**config.mk**
```make
export PLATFORM = sky130hd
export DESIGN_NAME = fifo_uart_tx
export DESIGN_NICKNAME = d
export VERILOG_FILES = /design/src/rtl/fifo_uart_tx.sv
export SDC_FILE = /design/constraint.sdc
export NUM_CORES = 1
export LEC_CHECK = 0
export BUFFER_PORTS_ARGS = -buffer_cell sky130_fd_sc_hd__buf_2
export CORE_AREA = 3 3 66 68
export CTS_CLUSTER_SIZE = 16
export DETAILED_ROUTE_END_ITERATION = 6
export DIE_AREA = 0 0 69 71
export GPL_TIMING_DRIVEN = 0
export PLACE_DENSITY = 0.65
export SLEW_MARGIN = 5
export SYNTH_ARGS = -nofsm -noshare
export SYNTH_HDL_FRONTEND = slang
export SYNTH_SLANG_ARGS = --single-unit
```
**constraint.sdc**
```tcl
create_clock -name i_clk -period 3.9 [get_ports i_clk]
set_clock_uncertainty 0.15 [all_clocks]
set_input_delay 0.78 -clock i_clk [delete_from_list [all_inputs] [get_ports i_clk]]
set_output_delay 0.78 -clock i_clk [all_outputs]
set_load 0.1 [all_outputs]
```
**src/rtl/fifo_uart_tx.sv**
```systemverilog
// FIFO-fed UART transmitter: pops one word per frame and sends it LSB-first with
// optional parity and one or two stop bits.
`timescale 1ns/1ps
module fifo_uart_tx #(
  parameter int unsigned WORD_LENGTH  = 8,
  parameter int unsigned CLKS_PER_BIT = 434,
  parameter int unsigned PARITY_EN    = 0,
  parameter int unsigned PARITY_ODD   = 0,
  parameter int unsigned STOP_BITS    = 1
) (
  input  logic                   i_clk,
  input  logic                   i_reset_n,
  input  logic                   i_enable,
  input  logic [WORD_LENGTH-1:0] i_fifo_data,
  input  logic                   i_fifo_empty,
  output logic                   o_fifo_read_en,
  output logic                   o_tx,
  output logic                   o_busy,
  output logic                   o_done
);

  localparam int unsigned CntW = (CLKS_PER_BIT > 1) ? $clog2(CLKS_PER_BIT) : 1;
  localparam int unsigned BitW = $clog2(WORD_LENGTH + 1);

  typedef enum logic [2:0] {
    StIdle,
    StStart,
    StData,
    StParity,
    StStop
  } state_e;

  state_e                 state_q, state_d;
  logic [CntW-1:0]        baud_q, baud_d;
  logic [BitW-1:0]        bit_q, bit_d;
  logic [WORD_LENGTH-1:0] shift_q, shift_d;
  logic                   parity_q, parity_d;
  logic                   tx_q, tx_d;
  logic                   bit_end;
  logic                   pop;
  logic                   done;

  assign bit_end = (baud_q == CntW'(CLKS_PER_BIT - 1));

  always_comb begin
    state_d  = state_q;
    baud_d   = baud_q;
    bit_d    = bit_q;
    shift_d  = shift_q;
    parity_d = parity_q;
    pop      = 1'b0;
    done     = 1'b0;

    if (state_q != StIdle) begin
      baud_d = bit_end ? '0 : baud_q + 1'b1;
    end

    case (state_q)
      StIdle: begin
        // Gated by reset so the pop strobe stays low while reset is held.
        if (i_reset_n && i_enable && !i_fifo_empty) begin
          pop      = 1'b1;
          shift_d  = i_fifo_data;
          parity_d = (^i_fifo_data) ^ (PARITY_ODD != 0);
          baud_d   = '0;
          bit_d    = '0;
          state_d  = StStart;
        end
      end
      StStart: begin
        if (bit_end) state_d = StData;
      end
      StData: begin
        if (bit_end) begin
          shift_d = shift_q >> 1;
          if (bit_q == BitW'(WORD_LENGTH - 1)) begin
            bit_d   = '0;
            state_d = (PARITY_EN != 0) ? StParity : StStop;
          end else begin
            bit_d = bit_q + 1'b1;
          end
        end
      end
      StParity: begin
        if (bit_end) state_d = StStop;
      end
      StStop: begin
        if (bit_end) begin
          if (bit_q == BitW'(STOP_BITS - 1)) begin
            done    = 1'b1;
            bit_d   = '0;
            state_d = StIdle;
          end else begin
            bit_d = bit_q + 1'b1;
          end
        end
      end
      default: state_d = StIdle;
    endcase
  end

  // The line is registered, so it is driven from the state being entered.
  always_comb begin
    tx_d = 1'b1;
    case (state_d)
      StStart:  tx_d = 1'b0;
      StData:   tx_d = shift_d[0];
      StParity: tx_d = parity_q;
      default:  tx_d = 1'b1;
    endcase
  end

  always_ff @(posedge i_clk or negedge i_reset_n) begin
    if (!i_reset_n) begin
      state_q  <= StIdle;
      baud_q   <= '0;
      bit_q    <= '0;
      shift_q  <= '0;
      parity_q <= 1'b0;
      tx_q     <= 1'b1;
    end else begin
      state_q  <= state_d;
      baud_q   <= baud_d;
      bit_q    <= bit_d;
      shift_q  <= shift_d;
      parity_q <= parity_d;
      tx_q     <= tx_d;
    end
  end

  assign o_fifo_read_en = pop;
  assign o_tx           = tx_q;
  assign o_busy         = (state_q != StIdle);
  assign o_done         = done;

endmodule

```
; ---- Word level (Yosys, flattened, before mapping)
; Cells that the tools add are included.
; W data, S select, Z words.
[totals]
register_bits = 26
latch_bits = 0
mem_bits_rw = 0
romBits = 0
inputBits = 12
out_inout_bits = 4
word_cells = 60
memories = 0
[op_classes]
add_sub_neg = 2
n_mul = 0
div = 0
n_lt_le_gt_ge = 0
eq_ne = 12
shift = 0
muxes = 27
n_bitwise = 0
reduce_logical = 12
[ops]
columns = operator, n
row1 = $mux W9, 4
row2 = $mux W3, 7
row3 = $mux W4, 5
row4 = $mux W8, 2
row5 = $pmux W8 S2, 1
row6 = $pmux W3 S5, 1
row7 = $eq A3 B2 Y1 const B, 4
row8 = $pmux W4 S3, 1
row9 = $add A9 B1 Y9 const B, 1
row10 = $eq A9 B9 Y1 const B, 1
row11 = $reduce_xor A8 Y1, 1
row12 = $eq A3 B1 Y1 const B, 2
row13 = $ne A2 B2 Y1 const B, 3
row14 = $reduce_bool A3 Y1, 2
row15 = $mux W1, 5
row16 = $add A4 B1 Y4 const B, 1
row17 = $eq A4 B3 Y1 const B, 1
row18 = $logic_not A4 Y1, 1
row19 = $reduce_and A4 Y1, 1
row20 = $eq A3 B3 Y1 const B, 1
row21 = $logic_not A3 Y1, 1
row22 = $pmux W1 S3, 1
row23 = $reduce_and A3 Y1, 1
row24 = $logic_and A1 B1 Y1, 2
row25 = 3 further kinds, 3

; ---- Longest topological paths before layout
; Gate-level depths: netlist of run 1.
[logic_depth]
word_depth = 6
depth_mapped = 8
ltp_nobuf = 7

; ---- Least setup slack after synthesis of run 1
; Ideal clock, no wire load.
[synth_timing]
path_kind = flip-flop to output port
start = register baud_q[2]
end = output o_done
arrival_time_ps = 4192
t_required_ps = 2970
setup_slack_ps = -1222
stages_incl_launch_ff = 4
n_path_buf = 0
path_cell_list = dfrtp_1 or4b_4 nor3_4 nor4bb_1
[synth_between]
elab_chain_len = 3
[synth_lines]
columns = item, line_no
row1 = start: declaration, 34  ; logic [CntW-1:0] baud_q, baud_d;
row2 = start signal: assignment, 123  ; baud_q <= baud_d;
row3 = $eq A9 B9 Y1, 43  ; assign bit_end = (baud_q == CntW'(CLKS_PER_BIT - 1));
row4 = $mux W1, 88  ; if (bit_end) begin
row5 = $mux W1, 58  ; case (state_q)
row6 = end: declaration, 19  ; output logic o_done
; No other way between the ends.

; ---- Worst setup path after layout of run 1
[layout_timing]
start = input i_reset_n
end = output o_fifo_read_en
[layout_between]
elab_chain_len = 4
[layout_lines]
columns = item, line_no
row1 = start: declaration, 12  ; input logic i_reset_n,
row2 = $logic_and A1 B1 Y1 (2 in a row), 61  ; if (i_reset_n && i_enable && !i_fifo_empty) begin
row3 = $mux W1, 61
row4 = $mux W1, 58
row5 = end: declaration, 16  ; output logic o_fifo_read_en,
; No other way between the ends.

==> run_results.csv, run 1 <==
group,metric,value,unit
outcome,status,"completed",
detailed_routing,via_per_inst,5.415,
floorplanning,io_pins,16,
flow_run,cap_violations,0,
placement,place_hpwl,2307,um
final_layout,syn2layout_area_growth,13.78,%
logic_synthesis,synth_top_family_by_area,"simple AND/OR/NAND/NOR gates",
critical_path,reg2reg_from,"baud_q[1]",
final_layout,num_antenna_cells,0,
global_route,grt_pass1_vias,1225,
global_route,grt_pass1_wl,5444,um
global_route,grt_util_all_layers,0.1335,
sta,fin_ws,0.2920,ns
logic_synthesis,synth_top_area_share,0.4149,
sta,hold_viol_final,0,
sta,drv_slew,0,
critical_path,critPathLaunchType,"input pin",
sta,setup_viol,0,
global_route,grt_use_met2,0.2193,
sta,max-slew-margin-rel,0.5972,
critical_path,worst_setup_path_end_kind,"output port",
final_layout,fin_nets,191,
floorplanning,fp.dieArea,4899,um2
clock_tree,clock_latency,0.27,ns
logic_synthesis,syn_nets,171,
logic_synthesis,yosys_warnings,0,
pwr,power.leakage,0.7437,nW
sta,setup_tns,0,ns
critical_path,critPathKind,"input pin to output port",
logic_synthesis,synthSimpleGateAreaFrac,0.2307,
global_route,antenna_found_initial,0,
critical_path,worstPathMaxFanout,28,
logic_synthesis,synthTopCellsByCount,"dfrtp_1 (25), o21ai_1 (15), nor2_1 (14)",
clock_tree,hold_buffers,0,
detailed_routing,routedWlPerCell,13.46,um
clock_tree,cts_buffers,3,
logic_synthesis,synth_adder_area_share,0.03320,
detailed_routing,drt_iter0_markers,116,
placement,numPortBuffers,15,
clock_tree,post_cts_buffers,0,
sta,grt_setup_unrepaired,"false",
pwr,p_int,505.5,uW
logic_synthesis,netlist_area,1508,um2
worst_hold_path,worstHoldPathType,"input pin to async pin",
critical_path,critPathLaunch,"i_reset_n",
pwr,combinationalPowerShare,0.293,
detailed_routing,ant_nets,0,
logic_synthesis,synth_mux_area_frac,0,
critical_path,crit_arrival,2.68,ns
detailed_routing,num_vias,1213,
logic_synthesis,ys_types,46,
floorplanning,die_h,71,um
logic_synthesis,ys.flop_type,"dfrtp_1",
logic_synthesis,synth_edf_count,0,
final_layout,drive_gt1_frac,0.1954,
logic_synthesis,syn_avg_cell_area,9.727,um2
logic_synthesis,synth_most_common_cell,"dfrtp_1",
logic_synthesis,synth-compound-area-share,0.2091,
logic_synthesis,synthTopCellsByArea,"dfrtp_1 (41%), o21ai_1 (5.0%), xnor2_1 (4.6%)",
sta,period_minus_slack,3.608,ns
global_route,grt_overflow,0,
critical_path,cp.required,2.97,ns
floorplanning,die_w,69,um
floorplanning,core_region_area,3914,um2
logic_synthesis,ys_seq_area_frac,0.4324,
logic_synthesis,synthXorXnorAreaFrac,0.04647,
clock_tree,cts_resized,0,
clock_tree,cts_max_level,1,
global_route,met3_usage,0.02273,
detailed_routing,firstDrtPassIters,5,
floorplanning,num_rows,23,
detailed_routing,drt-total-wl,3015,um
placement,dp_slack,0.2675,ns
sta,fmaxAchievable,277.2,MHz
pwr,clkPwrFrac,0.220,
clock_tree,cts.sinks,26,
final_layout,instances_no_fill,224,
sta,fin_crit_sh,0.9251,
detailed_routing,drc,0,
pwr,switching_power,278.8,uW
pwr,powerDensity,457.2,nW/um2
floorplanning,initial_utilization,0.3852,
logic_synthesis,ys_seq_elements,26,
pwr,ir_worst_vdd,0.1443,mV
global_route,grt_max_degree,29,
clock_tree,clockBufferDepth,2,
clock_tree,clk_pin_slew_worst_paths,0.09,ns
placement,place_congestion,0.7886,
placement,dp.cells,220,
pwr,seqPwrFrac,0.487,
pwr,swShare,0.3555,
global_route,busiest_layer,"met2",
global_route,grtUsageMet1,0.1814,
clock_tree,clockRootBuffer,"clkbuf_8",
logic_synthesis,synth_top_cell_by_area,"dfrtp_1",
clock_tree,cts_tree,"built",
logic_synthesis,netlist_instances,155,
sta,tightestPinTransition,0.6041,ns
logic_synthesis,ys_async_sr_fraction,1.000,
-- cell families after synthesis --
family / after synthesis
DFF: 26
and+or+nand+nor: 55
buffers and inverters: 17
xor gates and xnor gates: 8
adders and majority gates: 4
AOI/OAI and AO/OA: 45
-- flip-flops by register name (all words and copies together), names as in the netlist --
| register | flops |
|---|---|
| baud_q | 9 |
| bit_q | 4 |
| o_tx | 1 |
| parity_q | 1 |
| shift_q | 8 |
| state_q | 3 |
-- stage by stage --
step	cell area, um2	utilization	hold slack [ns]	total power, mW
after floorplan	1523	-	0.3044	0.5573
after global placement	1660	0.4242	0.3242	0.6096
after detailed placement	1660	0.4242	0.3321	0.6205
after CTS	1715	0.4383	0.3587	0.7969
after global routing	1715	0.4383	0.3853	0.8420
final	1715	0.4383	0.3574	0.7843
-- cells in the final DEF, fill, tap and decap left out, drive strengths merged --
master	n
a21boi	1
a21oi	5
a221o	1
a222oi	6
a22oi	2
a2bb2oi	1
a31oi	1
and3	1
and3b	2
and4	2
buf	18
clkbuf	6
dfrtp	25
dfstp	1
ha	4
inv	12
nand2	9
nand2b	4
nand3	4
nand3b	1
nand4	2
nor2	14
nor2b	4
nor3	4
nor3b	3
nor4b	1
nor4bb	1
o211ai	1
o21a	1
o21ai	19
o22ai	1
o31ai	4
o32a	1
o41ai	1
or3b	1
or4b	2
xnor2	8
-- critical path, cell delays in order --
cell,delay (ns)
buf_2,0.48
nand3b_1,0.25
nor2_1,0.26
clkbuf_1,0.39
buf_2,0.51
-- worst paths after layout --
kind / endpoint / slack, ns / cells past startpoint
max reg2reg: o_tx / 1.76 / 8
min reg2reg: baud_q[8] / 0.36 / 1
max in group asynchronous: shift_q[3] / 2.84 / 1
min in group i_clk: baud_q[8] / 0.36 / 1
max: o_fifo_read_en / 0.29 / 5
min: bit_q[3] / 0.36 / 1
-- metal layers --
layer	vias up	wire, um
li1	605	-
met1	587	1461
met2	16	1436
met3	5	78
met4	0	39
met5	-	0
-- power groups by stage --
stage | sequential [mW] | combinational, mW | clock [mW]
after floorplan | 0.391 | 0.166 | 0
after global placement | 0.383 | 0.227 | 0
after detailed placement | 0.387 | 0.233 | 0
after CTS | 0.382 | 0.233 | 0.181
after global routing | 0.391 | 0.258 | 0.193
final | 0.382 | 0.230 | 0.172
-- final cells by class --
class                   instances  area, um2
inverters                      12      45.04
plain buffers                   5      27.53
multi-input cells             112      798.3
clock buffers                   4      55.05
flip-flops and latches         26      651.9
well taps                      50      62.56
repair buffers                 15      75.07
fillers                       399       2198
(Power assumes the default switching activity.)
==> run 2: changes to the inputs <==
--- a/config.mk
+++ b/config.mk
@@ -6,10 +6,10 @@
 export NUM_CORES = 1
 export LEC_CHECK = 0
 export BUFFER_PORTS_ARGS = -buffer_cell sky130_fd_sc_hd__buf_2
-export CORE_AREA = 3 3 66 68
+export CORE_AREA = 3 3 63 71
 export CTS_CLUSTER_SIZE = 16
 export DETAILED_ROUTE_END_ITERATION = 6
-export DIE_AREA = 0 0 69 71
+export DIE_AREA = 0 0 66 74
 export GPL_TIMING_DRIVEN = 0
 export PLACE_DENSITY = 0.65
 export SLEW_MARGIN = 5
==> run 2 against run 1 <==
  * First-iteration DRC count decreased by 33%
  * Clock-buffer cell count decreased by 1
  * Global-route usage increased by 0.29 points
  * Critical endpoint unchanged
  * Highest routed layer unchanged
==> run_results.csv, run 2 (synthesis gave the netlist of run 1 again) <==
group,metric,value,unit
flow_run,cap_violations,0,
clock_tree,post_cts_buffers,0,
final_layout,num_antenna_cells,0,
final_layout,seq_area,651.9,um2
sta,grt_setup_unrepaired,"false",
critical_path,worstPathMaxFanout,28,
pwr,p_int,552.2,uW
critical_path,critPathKind,"input pin to output port",
clock_tree,cts_tree,"built",
detailed_routing,drt_iter0_markers,78,
sta,max-slew-margin-rel,0.5948,
clock_tree,cts.sinks,26,
clock_tree,cts_buffers,3,
clock_tree,clockBufferDepth,2,
placement,numPortBuffers,15,
sta,setup_tns,0,ns
global_route,grt_max_degree,29,
critical_path,critPathLaunchType,"input pin",
sta,setup_viol,0,
worst_hold_path,worstHoldPathType,"input pin to async pin",
detailed_routing,num_vias,1210,
final_layout,largestRegisters,"baud_q x9, shift_q x8, bit_q x4",
critical_path,critPathLaunch,"i_reset_n",
critical_path,reg2reg_to,"o_tx",
detailed_routing,via_per_inst,5.354,
detailed_routing,maxUsedRoutingLayer,"met4",
floorplanning,die_h,74,um
critical_path,worst_setup_path_end_kind,"output port",
sta,fin_crit_sh,0.9270,
critical_path,crit_end,"o_fifo_read_en",
global_route,grt_util_all_layers,0.1363,
floorplanning,die_w,66,um
clock_tree,clockRootBuffer,"clkbuf_8",
detailed_routing,drt-total-wl,2997,um
detailed_routing,ant_nets,0,
sta,tightestPinTransition,0.6078,ns
critical_path,rr_worst_depth,8,
pwr,power.leakage,0.7507,nW
clock_tree,clk_pin_slew_worst_paths,0.09,ns
pwr,clkPwrFrac,0.262,
final_layout,syn2layout_area_growth,15.02,%
critical_path,reg2reg_from,"baud_q[1]",
pwr,seqPwrFrac,0.461,
detailed_routing,firstDrtPassIters,5,
placement,place_hpwl,2343,um
global_route,grt_pass1_vias,1200,
final_layout,largest_register_ffs,9,
final_layout,final.fill_count,383,
pwr,ir_worst_vdd,0.2345,mV
clock_tree,clock_latency,0.26,ns
critical_path,crit_family,"buffers and inverters",
floorplanning,core_region_area,3874,um2
outcome,status,"completed",
pwr,swShare,0.3327,
critical_path,crit_cells,5,
pwr,combinationalPowerShare,0.278,
final_layout,drive_gt1_frac,0.1954,
floorplanning,initial_utilization,0.3892,
critical_path,worstPathBufferInverterCount,3,
sta,drv_slew,0,
global_route,grt_pass1_wl,5237,um
critical_path,crit_top_cell,"buf_2",
clock_tree,cts_resized,0,
sta,fmaxAchievable,276.6,MHz
global_route,antenna_found_initial,0,
final_layout,fin_nets,191,
critical_path,r2r_slack,1.75,ns
detailed_routing,wl_met1,1440,um
detailed_routing,routedWlPerCell,13.26,um
floorplanning,io_pins,16,
critical_path,worst_path_max_delay_cell,"buf_2",
pwr,powerDensity,477.2,nW/um2
sta,hold_viol_final,0,
global_route,grt_overflow,0,
placement,place_congestion,0.8016,
clock_tree,cts_max_level,1,
final_layout,multiInputGateArea,798.3,um2
detailed_routing,wl_met2,1478,um
detailed_routing,drc,0,
detailed_routing,route.met3.wl,51,um
critical_path,crit_arrival,2.69,ns
sta,period_minus_slack,3.615,ns
final_layout,final_cell_mix,"dfrtp_1 (25), buf_2 (16), o21ai_1 (15), nor2_1 (14), inv_1 (11)",
pwr,switching_power,275.3,uW
floorplanning,fp.dieArea,4884,um2
sta,hold_ws,0.3570,ns
final_layout,layout_commonest_cell,"dfrtp_1",
critical_path,crit_chain,"buf_2, nand3b_1, nor2_1, clkbuf_1, buf_2",
clock_tree,hold_buffers,0,
floorplanning,num_rows,24,
final_layout,largest_register,"baud_q",
critical_path,cp.required,2.97,ns
critical_path,slowest_delay,0.51,ns
-- run 2: changes by cell type in the layout (fill, tap and decap cells not counted) --
cell       change
bufinv_16      +1
clkbuf_8       -1
-- run 2: how the worst min path moves through the flow --
stage,from,endpoint,slack (ns),cells past startpoint
after floorplan,baud_q[8],baud_q[8],0.30,1
after global placement,shift_q[2],shift_q[1],0.32,2
after detailed placement,shift_q[2],shift_q[2],0.34,2
after CTS,shift_q[2],shift_q[2],0.36,2
after global routing,shift_q[3],shift_q[3],0.38,2
final,i_reset_n,bit_q[3],0.36,1
-- run 2: power by group through the flow --
stage	registers (mW)	logic, mW	clock network [mW]
floorplan	0.391	0.166	0
global placement	0.382	0.225	0
detailed placement	0.386	0.231	0
CTS	0.382	0.232	0.227
global route	0.394	0.260	0.238
finish	0.381	0.230	0.217
-- run 2: layer usage --
| layer | vias to the layer above | GRT usage |
|---|---|---|
| met1 | 587 | 0.1827 |
| li1 | 614 | - |
| met5 | - | 0 |
| met3 | 2 | 0.01964 |
| met2 | 7 | 0.2283 |
| met4 | 0 | 0.04515 |
-- run 2: through the flow --
stage | setup WS (ns) | utilization | instance area (um2) | cells | power, mW
after CTS | 0.2323 | 0.4477 | 1734 | 226 | 0.8407
after detailed placement | 0.2374 | 0.4293 | 1663 | 222 | 0.6173
after floorplan | 0.5661 | - | 1523 | 155 | 0.5573
after global routing | 0.06025 | 0.4477 | 1734 | 226 | 0.8912
after global placement | 0.2933 | 0.4293 | 1663 | 222 | 0.6073
final | 0.2846 | 0.4477 | 1734 | 226 | 0.8275
-- run 2: layout make-up --
class,instances,share of cell area
multi-input cells,112,0.4603
inverters,12,0.02597
flip-flops and latches,26,0.3759
repair buffers,15,0.04329
well taps,52,0.03752
clock inverters,1,0.01732
plain buffers,5,0.01587
clock buffers,3,0.02381
